## config.mk

```make
export PLATFORM = sky130hd
export DESIGN_NAME = ucca_config_regs
export DESIGN_NICKNAME = d
export VERILOG_FILES = /design/src/rtl/ucca_config_regs.sv
export SDC_FILE = /design/constraint.sdc
export NUM_CORES = 1
export LEC_CHECK = 0
export BUFFER_PORTS_ARGS = -buffer_cell sky130_fd_sc_hd__buf_2
export CORE_AREA = 3 3 109 111
export CTS_CLUSTER_DIAMETER = 40
export DETAILED_ROUTE_END_ITERATION = 12
export DIE_AREA = 0 0 112 114
export HOLD_SLACK_MARGIN = 0.05
export PLACE_DENSITY = 0.69
export SETUP_SLACK_MARGIN = 0.05
export SYNTH_ARGS = -nofsm -noshare
export SYNTH_HDL_FRONTEND = slang
export SYNTH_SLANG_ARGS = --single-unit
```

## constraint.sdc

```tcl
create_clock -name clk -period 5.2 [get_ports clk]
set_input_delay 0.26 -clock clk [delete_from_list [all_inputs] [get_ports clk]]
set_output_delay 0.26 -clock clk [all_outputs]
set_load 0.05 [all_outputs]
```

## src/rtl/ucca_config_regs.sv

```systemverilog
// rtl/ucca_config_regs.sv - UCCA region bounds, lock, violation log and CPU reset pulse
module ucca_config_regs #(
  parameter logic [15:0] BASE_ADDR    = 16'h0160,
  parameter int          RESET_CYCLES = 8
) (
  input  logic        clk,
  input  logic        system_reset_n,
  input  logic [13:0] per_addr,
  input  logic [15:0] per_din,
  input  logic        per_en,
  input  logic [1:0]  per_we,
  output logic [15:0] per_dout,
  input  logic        return_reset,
  input  logic        stack_reset,
  output logic [15:0] ucc0_min,
  output logic [15:0] ucc0_max,
  output logic [15:0] ucc1_min,
  output logic [15:0] ucc1_max,
  output logic [1:0]  region_en,
  output logic        locked,
  output logic        cpu_reset
);

  // Word address of the first register; the window is six words long.
  localparam logic [13:0] BASE_WORD = BASE_ADDR[14:1];

  // Pulse counter only needs to hold RESET_CYCLES-1.
  localparam int            CW       = (RESET_CYCLES > 1) ? $clog2(RESET_CYCLES) : 1;
  localparam logic [CW-1:0] CNT_LOAD = CW'(RESET_CYCLES - 1);

  localparam logic [2:0] OFF_UCC0_MIN = 3'd0;
  localparam logic [2:0] OFF_UCC0_MAX = 3'd1;
  localparam logic [2:0] OFF_UCC1_MIN = 3'd2;
  localparam logic [2:0] OFF_UCC1_MAX = 3'd3;
  localparam logic [2:0] OFF_CTRL     = 3'd4;
  localparam logic [2:0] OFF_STATUS   = 3'd5;

  typedef enum logic {
    S_IDLE,
    S_ASSERT
  } state_t;

  // Register state
  logic [15:0] ucc0_min_q, ucc0_min_d;
  logic [15:0] ucc0_max_q, ucc0_max_d;
  logic [15:0] ucc1_min_q, ucc1_min_d;
  logic [15:0] ucc1_max_q, ucc1_max_d;
  logic [1:0]  en_q, en_d;
  logic        locked_q, locked_d;
  logic        ret_viol_q, ret_viol_d;
  logic        stack_viol_q, stack_viol_d;
  logic [7:0]  vcount_q, vcount_d;
  logic        viol_q, viol_d;
  state_t      state_q, state_d;
  logic [CW-1:0] cnt_q, cnt_d;

  // Address decode
  logic [13:0] word_off;
  logic        in_win;
  logic [2:0]  offset;
  logic        rd_en;
  logic        wr_en;
  logic        wr_cfg;
  logic        wr_status;
  logic        viol;
  logic        viol_edge;

  assign word_off  = per_addr - BASE_WORD;
  assign in_win    = (per_addr >= BASE_WORD) && (word_off < 14'd6);
  assign offset    = word_off[2:0];
  assign rd_en     = per_en && (per_we == 2'b00) && in_win;
  assign wr_en     = per_en && (per_we != 2'b00) && in_win;
  // Locking freezes bounds and CTRL; STATUS stays writable so logs can be acknowledged.
  assign wr_cfg    = wr_en && !locked_q;
  assign wr_status = wr_en && (offset == OFF_STATUS) && per_we[0];

  assign viol      = return_reset | stack_reset;
  assign viol_edge = viol && !viol_q;

  // Merge the selected byte lanes of a write into the previous register value.
  function automatic logic [15:0] merge_lanes(input logic [15:0] old_val,
                                              input logic [15:0] new_val,
                                              input logic [1:0]  lanes);
    merge_lanes[15:8] = lanes[1] ? new_val[15:8] : old_val[15:8];
    merge_lanes[7:0]  = lanes[0] ? new_val[7:0]  : old_val[7:0];
  endfunction

  // Next-state for bounds, CTRL, lock and the violation log.
  always_comb begin
    ucc0_min_d   = ucc0_min_q;
    ucc0_max_d   = ucc0_max_q;
    ucc1_min_d   = ucc1_min_q;
    ucc1_max_d   = ucc1_max_q;
    en_d         = en_q;
    locked_d     = locked_q;
    ret_viol_d   = ret_viol_q;
    stack_viol_d = stack_viol_q;
    vcount_d     = vcount_q;
    viol_d       = viol;

    if (wr_cfg) begin
      case (offset)
        OFF_UCC0_MIN: ucc0_min_d = merge_lanes(ucc0_min_q, per_din, per_we);
        OFF_UCC0_MAX: ucc0_max_d = merge_lanes(ucc0_max_q, per_din, per_we);
        OFF_UCC1_MIN: ucc1_min_d = merge_lanes(ucc1_min_q, per_din, per_we);
        OFF_UCC1_MAX: ucc1_max_d = merge_lanes(ucc1_max_q, per_din, per_we);
        OFF_CTRL: begin
          if (per_we[0]) begin
            en_d = per_din[1:0];
          end
          // LOCK is sticky: a 0 written here never unlocks.
          if (per_we[1] && per_din[15]) begin
            locked_d = 1'b1;
          end
        end
        default: ;
      endcase
    end

    // Acknowledge first, then apply any new event so a same-cycle edge survives.
    if (wr_status) begin
      if (per_din[0]) ret_viol_d   = 1'b0;
      if (per_din[1]) stack_viol_d = 1'b0;
      if (per_din[2]) vcount_d     = 8'd0;
    end

    if (viol_edge) begin
      if (return_reset) ret_viol_d   = 1'b1;
      if (stack_reset)  stack_viol_d = 1'b1;
      if (vcount_d != 8'hFF) vcount_d = vcount_d + 8'd1;
    end
  end

  // Reset pulse FSM: a fixed-length pulse that later edges cannot stretch.
  always_comb begin
    state_d   = state_q;
    cnt_d     = cnt_q;
    cpu_reset = 1'b0;
    case (state_q)
      S_IDLE: begin
        if (viol_edge) begin
          state_d = S_ASSERT;
          cnt_d   = CNT_LOAD;
        end
      end
      S_ASSERT: begin
        cpu_reset = 1'b1;
        if (cnt_q == '0) begin
          state_d = S_IDLE;
        end else begin
          cnt_d = cnt_q - CW'(1);
        end
      end
      default: state_d = S_IDLE;
    endcase
  end

  // State registers; only the system reset clears them, never cpu_reset.
  always_ff @(posedge clk or negedge system_reset_n) begin
    if (!system_reset_n) begin
      ucc0_min_q   <= 16'h0000;
      ucc0_max_q   <= 16'h0000;
      ucc1_min_q   <= 16'h0000;
      ucc1_max_q   <= 16'h0000;
      en_q         <= 2'b00;
      locked_q     <= 1'b0;
      ret_viol_q   <= 1'b0;
      stack_viol_q <= 1'b0;
      vcount_q     <= 8'd0;
      viol_q       <= 1'b0;
      state_q      <= S_IDLE;
      cnt_q        <= '0;
    end else begin
      ucc0_min_q   <= ucc0_min_d;
      ucc0_max_q   <= ucc0_max_d;
      ucc1_min_q   <= ucc1_min_d;
      ucc1_max_q   <= ucc1_max_d;
      en_q         <= en_d;
      locked_q     <= locked_d;
      ret_viol_q   <= ret_viol_d;
      stack_viol_q <= stack_viol_d;
      vcount_q     <= vcount_d;
      viol_q       <= viol_d;
      state_q      <= state_d;
      cnt_q        <= cnt_d;
    end
  end

  // Combinational read-back, zero when not a valid in-window read.
  always_comb begin
    per_dout = 16'h0000;
    if (rd_en) begin
      case (offset)
        OFF_UCC0_MIN: per_dout = ucc0_min_q;
        OFF_UCC0_MAX: per_dout = ucc0_max_q;
        OFF_UCC1_MIN: per_dout = ucc1_min_q;
        OFF_UCC1_MAX: per_dout = ucc1_max_q;
        OFF_CTRL:     per_dout = {locked_q, 13'd0, en_q};
        OFF_STATUS:   per_dout = {vcount_q, 6'd0, stack_viol_q, ret_viol_q};
        default:      per_dout = 16'h0000;
      endcase
    end
  end

  // An inverted range is never enabled, whatever EN says.
  assign region_en[0] = en_q[0] && (ucc0_min_q <= ucc0_max_q);
  assign region_en[1] = en_q[1] && (ucc1_min_q <= ucc1_max_q);

  assign ucc0_min = ucc0_min_q;
  assign ucc0_max = ucc0_max_q;
  assign ucc1_min = ucc1_min_q;
  assign ucc1_max = ucc1_max_q;
  assign locked   = locked_q;

endmodule

```

==> reports/results.ini <==
[global_routing]
overflow=0
grt_pass1_vias=3982
grt_max_degree=83
antenna_found_initial=0
grt_pass1_wl_mm=20.9
track_usage_pct=20.8

[die]
initial_core_util_pct=45.1
fp.dieH_um=114
die_area_sq_um=12800
core_area_sq_um=10900
core.rowCount=38
die_w_um=112
ios=121

[cts]
insertion_delay_ps=360
htreeDepth=3
clk_path_buf_depth=2
root_buffer=clkbuf_8
cts_hold_buf=0
cts_tree=built
numClockSinks=82
cts_setup_buffers=0
cts_buffers=9
clk_pin_slew_worst_paths_ps=80
ctsResizeCount=0

[critical_path]
crit_arrival_ps=2870
reg2regPathDepth=3
cp_slowest_cell=or4_4
critPathBufInv=2
startpoint_type=input port
critPathTopFamily=simple AND/OR/NAND/NOR gates
crit_path_max_incr_delay_ps=550
crit_type=input port to primary output
required_ps=4940
critPathMaxFanout=13
worst_setup_path_end_kind=primary output
cp.depth=7
path_cells=buf_2 > or4_4 > or4_4 > nand3b_1 > or2_1 > nor2b_1 > buf_2

[logic_synthesis]
ys.warnings.count=0
synth_top_area_share_pct=41.8
syn_area_sq_um=4910
syn_inst=456
synth_area_leader_cell=dfrtp_1
synth-edff-count=0
yosys-top-cells-area=dfrtp_1, mux2_2, ha_1, mux4_2, inv_1
ys_types=56
synth_ff_type=dfrtp_1
synth_seq_cells=82
async_flop_share_pct=100
synth.net_count=527
yosysSeqAreaShare_pct=41.8
postSynthAreaPerCell_sq_um=10.8

[drt]
wl_per_cell_um=18.1
vias_per_cell=5.60
antenna_left=0
drt_first_pass_iters=5
drc_errors=0
wirelength_mm=13.0
dr.first_iter.drc_count=180
routed-via-count=4015

[sta]
hold_viol=0
slew_violations=0
rsz0062_at_grt=no
finalSetupViolCount=0
fin_skew_ps=9.07
post-route-period-util_pct=60.3
min_period_ps=3130
worstMarginPinSlew_ps=1050
max_freq_mhz=319
setup_tns_ps=0
setup_ws_ps=2070
slew_headroom_pct=30.2

[placement]
numPlacedInstances=701
hpwl_mm=9.66
routabilityCongestion=0.863
post-place-ws_ps=2100
port_buffers=120

[flow_run]
drv_cap=0

[layout]
area_growth_pct=17.7
drive_gt1_share_pct=35.9
nNetsFinal=643
stdcell_count=717
diodes=0
num-fill-cells=972

[hold_path]
min_path_type=input port to async pin

[power]
peakVddDrop_v=0.000114
p_leak_nw=2.98
p_per_area_nw_per_um2=225
total_power_mw=1.30

[status]
outcome=completed

[stage by stage]
stage | util [%] | hold WS (ps) | instance area (sq um)
after floorplan | - | -35.6 | 4910
after global placement | 51.6 | 467 | 5610
after detailed placement | 51.6 | 499 | 5610
after CTS | 53.1 | 115 | 5780
after global routing | 53.1 | 121 | 5780
final | 53.1 | 74.0 | 5780
[registers in the layout, indices dropped and copies added (netlist names)]
signal,flops
ucc0_max,16
ucc0_min,16
ucc1_max,16
ucc1_min,16
vcount_q,8
cnt_q,3
en_q,2
locked,1
ret_viol_q,1
stack_viol_q,1
state_q,1
viol_q,1
[synth_stat cells, drive strengths merged, types with 9 or more instances]
| cell type | n |
|---|---|
| nand3 | 10 |
| mux2i | 11 |
| dfrtp | 82 |
| inv | 41 |
| clkbuf | 9 |
| nand4 | 11 |
| mux2 | 61 |
| nor2 | 32 |
| nor2b | 10 |
| a21oi | 19 |
| nand2 | 26 |
| nor3 | 10 |
| o21ai | 19 |
| ha | 34 |
[area by class of cell]
class	count	area (sq um)	area share, %
clock buffers	13	149	2.58
flip-flops and latches	82	2050	35.5
inverters	41	154	2.66
repair buffers	120	603	10.4
multi-input cells	318	2630	45.5
clock inverters	3	15.0	0.260
well taps	140	175	3.03
[worst reg2reg max path, delay by kind of cell, from the launching register on]
family / cells / cell delay (ps)
and+or+nand+nor: 2 / 1180
muxes: 1 / 420
DFF: 1 / 450
[path summary, 6_finish.rpt]
path	startpoint	to	slack (ps)
min	system_reset_n	ucc0_max[5]	70
max reg2reg	locked	ucc1_max[0]	3020
min in group clk	return_reset	viol_q	130
max	per_addr[6]	per_dout[6]	2070
max in group asynchronous	system_reset_n	ucc1_max[11]	4450
min reg2reg	cnt_q[0]	cnt_q[0]	510
[placed cells by master (no fill, tap or decap), types with 11 or more instances in the layout]
cell type | Yosys | layout
nand4_1 | 11 | 11
inv_1 | 41 | 41
dfrtp_1 | 82 | 82
mux2_2 | 46 | 46
nand2_1 | 26 | 26
a21oi_1 | 19 | 19
o21ai_0 | 19 | 19
ha_1 | 34 | 34
buf_2 | 1 | 119
mux2i_1 | 11 | 11
nor2_1 | 32 | 32
[kinds of logic after synthesis]
| kind of cell | after synthesis | synth area share (%) |
|---|---|---|
| adder cells (fa/ha/maj) | 34 | 8.67 |
| buffers and inverters | 56 | 4.61 |
| flip-flops | 82 | 41.8 |
| AO/OA/AOI/OAI | 75 | 9.94 |
| XOR/XNOR | 1 | 0.178 |
| multiplexers | 80 | 20.5 |
| AND/OR/NAND/NOR | 128 | 14.3 |
[per-layer routing]
| metal | up-vias | GRT usage [%] | part of all wire (%) |
|---|---|---|---|
| met5 | - | 0 | 0 |
| met3 | 18 | 4.03 | 6.4 |
| met2 | 126 | 34.0 | 49 |
| li1 | 1879 | - | - |
| met4 | 0 | 9.05 | 2.0 |
| met1 | 1992 | 27.1 | 43 |
[report_power, final]
part	switching [mW]	internal (mW)	leakage, nW
sequential	0.0436	0.672	1.07
clock	0.228	0.185	0.0872
combinational	0.108	0.0654	1.83
Power figures use the tool's default switching activity.
